[config.mk]
export PLATFORM = sky130hd
export DESIGN_NAME = mem_stage_ctrl
export DESIGN_NICKNAME = d
export VERILOG_FILES = /design/src/rtl/mem_stage_ctrl.sv
export SDC_FILE = /design/constraint.sdc
export NUM_CORES = 1
export LEC_CHECK = 0
export CAP_MARGIN = 20
export CORE_ASPECT_RATIO = 1.1
export CORE_MARGIN = 2
export CORE_UTILIZATION = 35
export CTS_CLUSTER_SIZE = 40
export DETAILED_ROUTE_END_ITERATION = 6
export PLACE_DENSITY = 0.65
export SYNTH_ARGS = -nofsm -noshare
export SYNTH_HDL_FRONTEND = slang
export SYNTH_SLANG_ARGS = --single-unit
[constraint.sdc]
create_clock -name clk -period 1.9 [get_ports clk]
set_input_delay 0.38 -clock clk [delete_from_list [all_inputs] [get_ports clk]]
set_output_delay 0.38 -clock clk [all_outputs]
set_load 0.02 [all_outputs]
[src/rtl/mem_stage_ctrl.sv]
// LC-3b MEM-stage sequencer: drives the data-memory port, runs LDI/STI pointer
// indirection, stalls the pipeline until the access completes, formats load data.
//
// state  | meaning
// IDLE   | waiting for a memory op in EX/MEM
// IND_RD | pointer read for LDI/STI in flight
// ACCESS | final data read/write in flight
// DONE   | one un-stalled cycle so the pipeline advances
module mem_stage_ctrl #(
    parameter int unsigned TIMEOUT_CYCLES = 64
) (
    input  logic        clk,
    input  logic        reset_n,
    input  logic [3:0]  opcode,
    input  logic        hold,
    input  logic [15:0] addr,
    input  logic [15:0] store_data,
    input  logic [15:0] mem_rdata,
    input  logic        mem_resp,
    output logic        mem_read,
    output logic        mem_write,
    output logic [15:0] mem_address,
    output logic [15:0] mem_wdata,
    output logic [1:0]  mem_byte_enable,
    output logic        load_addr,
    output logic        stall_req,
    output logic        wb_valid,
    output logic [15:0] wb_data,
    output logic        mem_err
);

    localparam logic [1:0] S_IDLE   = 2'd0;
    localparam logic [1:0] S_IND_RD = 2'd1;
    localparam logic [1:0] S_ACCESS = 2'd2;
    localparam logic [1:0] S_DONE   = 2'd3;

    localparam logic [3:0] OP_LDB = 4'b0010;
    localparam logic [3:0] OP_LDW = 4'b0110;
    localparam logic [3:0] OP_LDI = 4'b1010;
    localparam logic [3:0] OP_STB = 4'b0011;
    localparam logic [3:0] OP_STW = 4'b0111;
    localparam logic [3:0] OP_STI = 4'b1011;

    localparam bit TO_EN = (TIMEOUT_CYCLES != 0);
    localparam int CW    = (TIMEOUT_CYCLES > 1) ? $clog2(TIMEOUT_CYCLES) : 1;
    localparam logic [CW-1:0] TC_LAST = TO_EN ? CW'(TIMEOUT_CYCLES - 1) : '0;

    logic [1:0]    state, state_nxt;
    logic [CW-1:0] wait_cnt;
    logic          op_read, op_byte, lane_hi, wb_pend;

    logic is_rd_op, is_wr_op, is_mem_op, is_byte_op, is_ind_op;
    logic in_req, timeout_hit;
    logic start_req, req_read, req_write, req_byte;
    logic [15:0] req_addr, req_mem_addr, req_wdata;
    logic [1:0]  req_be;
    logic [7:0]  load_lane;
    logic [15:0] load_fmt;

    assign is_rd_op   = (opcode == OP_LDB) || (opcode == OP_LDW) || (opcode == OP_LDI);
    assign is_wr_op   = (opcode == OP_STB) || (opcode == OP_STW) || (opcode == OP_STI);
    assign is_mem_op  = is_rd_op || is_wr_op;
    assign is_byte_op = (opcode == OP_LDB) || (opcode == OP_STB);
    assign is_ind_op  = (opcode == OP_LDI) || (opcode == OP_STI);

    assign in_req      = (state == S_IND_RD) || (state == S_ACCESS);
    assign timeout_hit = TO_EN && in_req && !mem_resp && (wait_cnt == TC_LAST);

    // The final address after a pointer read is mem_rdata itself: EX/MEM only
    // picks it up on the same edge, so addr would still be stale here.
    always_comb begin
        state_nxt = state;
        start_req = 1'b0;
        req_read  = 1'b0;
        req_write = 1'b0;
        req_byte  = 1'b0;
        req_addr  = addr;
        case (state)
            S_IDLE: begin
                if (is_mem_op) begin
                    start_req = 1'b1;
                    if (is_ind_op && hold) begin
                        state_nxt = S_IND_RD;
                        req_read  = 1'b1;
                    end else begin
                        state_nxt = S_ACCESS;
                        req_read  = is_rd_op;
                        req_write = is_wr_op;
                        req_byte  = is_byte_op;
                    end
                end
            end
            S_IND_RD: begin
                if (mem_resp) begin
                    state_nxt = S_ACCESS;
                    start_req = 1'b1;
                    req_addr  = mem_rdata;
                    req_read  = is_rd_op;
                    req_write = is_wr_op;
                end else if (timeout_hit) begin
                    state_nxt = S_DONE;
                end
            end
            S_ACCESS: begin
                if (mem_resp || timeout_hit) begin
                    state_nxt = S_DONE;
                end
            end
            S_DONE:  state_nxt = S_IDLE;
            default: state_nxt = S_IDLE;
        endcase
    end

    assign req_mem_addr = req_byte ? req_addr : {req_addr[15:1], 1'b0};
    assign req_wdata    = req_byte ? {2{store_data[7:0]}} : store_data;
    assign req_be       = (req_byte && req_write) ? (req_addr[0] ? 2'b10 : 2'b01) : 2'b11;

    assign load_lane = lane_hi ? mem_rdata[15:8] : mem_rdata[7:0];
    assign load_fmt  = op_byte ? {{8{load_lane[7]}}, load_lane} : mem_rdata;

    assign stall_req = reset_n && (in_req || ((state == S_IDLE) && is_mem_op));
    assign load_addr = (state == S_IND_RD) && mem_resp;
    assign wb_valid  = (state == S_DONE) && wb_pend;

    always_ff @(posedge clk or negedge reset_n) begin
        if (!reset_n) begin
            state           <= S_IDLE;
            wait_cnt        <= '0;
            mem_read        <= 1'b0;
            mem_write       <= 1'b0;
            mem_address     <= '0;
            mem_wdata       <= '0;
            mem_byte_enable <= '0;
            wb_data         <= '0;
            wb_pend         <= 1'b0;
            mem_err         <= 1'b0;
            op_read         <= 1'b0;
            op_byte         <= 1'b0;
            lane_hi         <= 1'b0;
        end else begin
            state <= state_nxt;
            if (timeout_hit) begin
                mem_err <= 1'b1;
            end
            if (start_req) begin
                mem_read        <= req_read;
                mem_write       <= req_write;
                mem_address     <= req_mem_addr;
                mem_wdata       <= req_wdata;
                mem_byte_enable <= req_be;
                wait_cnt        <= '0;
                op_read         <= is_rd_op;
                op_byte         <= req_byte;
                lane_hi         <= req_addr[0];
                wb_pend         <= 1'b0;
            end else if (in_req && (mem_resp || timeout_hit)) begin
                mem_read  <= 1'b0;
                mem_write <= 1'b0;
            end else if (in_req && TO_EN) begin
                wait_cnt <= wait_cnt + 1'b1;
            end
            if ((state == S_ACCESS) && mem_resp && op_read) begin
                wb_data <= load_fmt;
                wb_pend <= 1'b1;
            end
        end
    end

endmodule

==> results.toml, run 1 <==
[status]
status = "finished clean"

[clock_tree]
clkTransAtPathRegs_ns = 0.07
clockRootBuffer = "clkbuf_8"
cts_setup_buffers = 0
clock_latency_ns = 0.34
cts_buffer_depth = 2
cts_tree = "yes"
ctsHoldBuffers = 0
cts_made_buffers = 9
htreeDepth = 3
cts_sinks = 65

[power_and_ir_drop]
powerDensity_nw_per_um2 = 1530
vdd_drop_max_uv = 751
p_seq_share_pct = 32.9
p_clk_share_pct = 16.3
power_frac_comb_pct = 50.8
intPower_uw = 4320
power_switching_uw = 2760
swShare_pct = 39.0
p_leak_uw = 0.00215

[setup_path]
crit_fanout = 2
arrival_ns = 1.41
critPathCaptureType = "primary output"
required_ns = 1.52
cp-start-kind = "input port"
crit_type = "in -> out"

[synthesis]
yosysSeqAreaShare_pct = 52.7
synth_edf_count = 0
avgSynthCellArea_um2 = 10.3
synth_top_area_share_pct = 52.7
yosys_warnings = 0
synth_nets = 362
yosys.area.top_type = "dfrtp_1"
ys.flop_type = "dfrtp_1"
synthCells = 301
synth-seq-cells = 65
netlist_area_um2 = 3090
async_flop_share_pct = 100
synth_area_leaders = "dfrtp_1, mux2i_1, nand2_1"
synth.distinct_cells = 43

[drt]
wl_per_cell_um = 14.7
drtPass1Iterations = 4
vias = 2614
via_per_inst = 4.79
drt_drc_violations_left = 0
dr.first_iter.drc_count = 111
wl_mm = 8.04
ant_nets = 0

[final_layout]
final_common_cell = "clkdlybuf4s50_1"
drive_gt1_share_pct = 12.6
antenna_cells = 0
fin_cells = 546
finalNetCount = 491
layout_common_cells = "clkdlybuf4s50_1, nand2_1, dfrtp_1"
area_growth_pct = 49.8

[sta]
clock_skew_ns = 0.00925
rsz0062_at_grt = "no"
fmax_mhz = 558
finalHoldViolCount = 0
drv_slew = 0
period_share_pct = 94.3
worst_pin_slew_ns = 0.834
period_needed_ns = 1.79
whs_ns = 0.243
max_slew_margin_pct = 44.4
setup_viol = 0

[grt]
grt_usage_pct = 17.5
antenna_found_initial = 0
grt-ovfl-total = 0
grt_pass1_vias = 2632
grt_max_degree = 66
grt_pass1_wl_mm = 12.9

[place]
dp_hpwl_mm = 5.91
placedCellCount = 530
io_buffer_count = 111
globalplace.congestion = 0.842

[flow_run]
maxCapViolations = 0

[die]
core_um2 = 8450
die_h_um = 102
row_count = 35
start_util_pct = 36.5
dieArea_um2 = 9580
fp.dieW_um = 93.5
io-pin-count = 112

[min_path]
hold_path.class = "in -> async"
cell type report:
type                       count  area [µm²]
clock inverter                 7        71.3
multi-input combinational    216        1360
sequential                    65        1630
fill                         761        3830
timing repair buffer         133        1280
tap                          111         139
clock buffer                   9         124
inverter                       5        18.8
power by group through the flow:
| stage | Sequential [µW] | Clock, µW | Combinational, µW |
|---|---|---|---|
| floorplan | 2950 | 0 | 1290 |
| global placement | 2330 | 0 | 3600 |
| finish | 2330 | 1150 | 3600 |
| global route | 2420 | 1270 | 3910 |
| CTS | 2330 | 1200 | 3650 |
| detailed placement | 2350 | 0 | 3650 |
metal layers:
metal	vias to the layer above	wire length [µm]	GRT usage (%)	part of all wire [%]
li1	1283	-	-	-
met3	7	680	5.01	8.5
met4	0	82	6.79	1.0
met2	99	3830	28.7	48
met1	1225	3450	22.1	43
met5	-	0	0	0
kinds of logic after synthesis:
logic type               count (synthesis)  synth area share (%)
AO/OA/AOI/OAI                           66                  13.8
AND/OR/NAND/NOR                        107                  15.7
buffers and inverters                   20                  3.41
XOR/XNOR                                 3                 0.852
multiplexers                            35                  11.6
flip-flops                              65                  52.7
adder cells (fa/ha/maj)                  5                  2.03
critical path, stage by stage:
cell	delay [ns]
clkdlybuf4s50_1	0.49
a21boi_2	0.18
a21oi_1	0.08
nor2b_1	0.11
buf_2	0.17
sequential cells by signal, indices dropped and copies added (netlist names):
register and count:
mem_err 1, mem_read 1, lane_hi 1, mem_address 16, state 2, mem_byte_enable 2
wb_pend 1, mem_wdata 16, wait_cnt 6, op_byte 1, mem_write 1, wb_data 16
op_read 1
stage by stage:
stage | TNS, ns | setup slack (ns) | total power, µW | cell area (µm²) | util, %
global route | 0 | 0.0167 | 7600 | 4620 | 54.7
floorplan | 0 | 0.163 | 4240 | 3090 | -
detailed placement | -0.837 | -0.348 | 6010 | 4440 | 52.6
global placement | -0.384 | -0.287 | 5930 | 4440 | 52.6
finish | 0 | 0.108 | 7080 | 4620 | 54.7
CTS | 0 | 0.00398 | 7180 | 4630 | 54.8
synth_stat cells, types with 2 or more instances:
cell	instances
and2_1	2
nand2_1	66
ha_1	5
buf_4	2
buf_6	2
a21o_1	2
a21oi_2	2
o21ai_0	23
clkbuf_1	5
nand3_1	3
dfrtp_1	65
a21oi_1	13
nor2b_1	2
nor2_1	18
a211oi_1	2
o21ai_2	2
xnor2_1	3
mux2i_1	33
a311o_1	2
inv_1	4
buf_2	6
nand2b_1	11
o21ai_1	8
repair_timing:
item                       in CTS  in global routing
resized for setup               7                  3
setup endpoints to repair       3                  2
pin swaps                       0                  0
worst paths after layout:
kind	startpoint	end	slack, ns	depth (start not counted)
max in group asynchronous	reset_n	mem_wdata[6]	1.08	2
hold / removal	reset_n	state[1]	0.24	2
hold reg to reg	mem_wdata[1]	mem_wdata[1]	0.48	2
min in group clk	mem_wdata[1]	mem_wdata[1]	0.48	2
setup / recovery	opcode[1]	stall_req	0.11	5
setup reg to reg	state[0]	mem_byte_enable[0]	0.12	7
Note: power is estimated with default switching activity, not from simulation.
==> inputs of run 2 (changes only) <==
==> constraint.sdc (replaced) <==
create_clock -name clk -period 1.9 [get_ports clk]
set_input_delay 0.57 -clock clk [delete_from_list [all_inputs] [get_ports clk]]
set_output_delay 0.57 -clock clk [all_outputs]
set_load 0.02 [all_outputs]
==> run 2 against run 1 <==
Sequential power about the same. Via count grew 0.69%. Non-clock buffer count increased by 7. Utilization is 2.3 points higher. Sequential share of layout area is 1.4 points lower. Die area unchanged. Clock-buffer cell count grew 3. Final cell count grew 1.1%. Global-route usage rose by 0.21 points. Flip-flop and latch count unchanged. First-iteration DRC count down 65%. Register-to-register slack about the same.
==> results.toml, run 2 (same netlist as run 1, synthesis figures left out) <==
[clock_tree]
clockRootBuffer = "clkbuf_8"
cts_buffer_depth = 2
cts_made_buffers = 9
clock_latency_ns = 0.33
htreeDepth = 3
clkTransAtPathRegs_ns = 0.06
ctsHoldBuffers = 0
cts_tree = "yes"
cts_sinks = 65

[grt]
grt_max_degree = 66
grt_pass1_vias = 2733
grt_usage_pct = 17.7
grt_pass1_wl_mm = 13.2
grt-ovfl-total = 0
antenna_found_initial = 0

[final_layout]
stdcell_area_um2 = 4810
drive_gt1_share_pct = 15.6
top_regs = "mem_address: 16 flops, mem_wdata: 16 flops, wb_data: 16 flops"
final_common_cell = "clkdlybuf4s50_1"
finalNetCount = 498
area_growth_pct = 56.0
fin_util_pct = 57.0
layout_common_cells = "clkdlybuf4s50_1, nand2_1, dfrtp_1"
antenna_cells = 0
fillers = 759

[die]
row_count = 35
fp.dieW_um = 93.5
dieArea_um2 = 9580
io-pin-count = 112
core_um2 = 8450
start_util_pct = 36.5
die_h_um = 102

[place]
dp_slack_ns = -0.696
dp_hpwl_mm = 5.93
placed_area_um2 = 4500
io_buffer_count = 111
globalplace.congestion = 0.832

[min_path]
hold_path.class = "in -> async"

[setup_path]
crit_type = "reg -> out"
crit_fanout = 2
critPathCaptureType = "primary output"
required_ns = 1.33
cp-start-kind = "flip-flop"
arrival_ns = 1.32

[sta]
clock_skew_ns = 0.00748
worst_pin_slew_ns = 0.826
rsz0062_at_grt = "yes"
finalHoldViolCount = 0
drv_slew = 0
fmax_mhz = 530
period_share_pct = 99.4
period_needed_ns = 1.89
setup_ws_ns = 0.0116
setup_viol = 0
max_slew_margin_pct = 44.9

[drt]
wl_mm = 8.16
drtPass1Iterations = 4
ant_nets = 0
drt_drc_violations_left = 0
wl_per_cell_um = 14.8
dr.first_iter.drc_count = 39
vias = 2632
via_per_inst = 4.77

[flow_run]
maxCapViolations = 0

[power_and_ir_drop]
powerDensity_nw_per_um2 = 1500
total_power_uw = 7200
vdd_drop_max_uv = 588
p_leak_uw = 0.00260

[status]
status = "finished clean"
[run 2: changes by cell type in the layout (fill, tap and decap cells not counted), sizes merged]
cell	before	now
buf	24	33
clkbuf	11	12
clkdlybuf4s15	0	1
clkdlybuf4s50	107	68
clkinv	3	2
clkinvlp	3	0
dlygate4sd2	0	6
dlymetal6s2s	0	32
[run 2: power breakdown]
| part | internal [µW] | switching (µW) |
|---|---|---|
| clock | 667 | 498 |
| combinational | 1800 | 1920 |
| sequential | 1990 | 321 |
[run 2: repair_timing]
| action | CTS | global route |
|---|---|---|
| endpoints found under the setup margin | 7 | 36 |
| gates resized for setup | 33 | 33 |
| buffers inserted | 1 | 1 |
| pin swaps | 2 | 1 |
[run 2: final cells by class]
cell class / instances / area [µm²] / area share (%)
Sequential cell: 65 / 1630 / 33.8
Timing Repair Buffer: 140 / 1450 / 30.0
Inverter: 5 / 18.8 / 0.390
Tap cell: 111 / 139 / 2.88
Clock buffer: 12 / 155 / 3.22
Multi-Input combinational cell: 216 / 1390 / 28.8
Clock inverter: 3 / 40.0 / 0.832
[run 2: path summary, 6_finish.rpt]
| check | start | endpoint | slack (ns) | cells after the start |
|---|---|---|---|---|
| worst min register to register | mem_wdata[3] | mem_wdata[3] | 0.46 | 2 |
| max in group asynchronous | reset_n | mem_address[2] | 0.90 | 2 |
| worst max-delay path | state[0] | wb_valid | 0.01 | 4 |
| worst max register to register | state[0] | state[1] | 0.13 | 8 |
| min in group clk | mem_wdata[3] | mem_wdata[3] | 0.46 | 2 |
| worst min-delay path | reset_n | mem_address[4] | 0.46 | 2 |
[run 2: stage by stage]
stage	hold slack, ns	TNS (ns)	cells
floorplan	0.274	0	301
global placement	0.452	-7.93	535
detailed placement	0.459	-9.05	535
CTS	0.476	-0.0218	551
global route	0.495	-0.201	552
finish	0.461	0	552
[run 2: worst max-delay path, stage by stage (launching register included)]
cell and delay (ns):
dfrtp_1 0.39, buf_4 0.14, ha_1 0.18, and2_4 0.15, buf_6 0.12
[run 2: routing by layer]
layer	track usage (%)	part of all wire, %	vias to the layer above
met1	21.1	43	1235
met4	5.77	0.94	0
met3	5.68	8.2	6
met5	0	0	-
met2	30.5	48	87
li1	-	-	1304
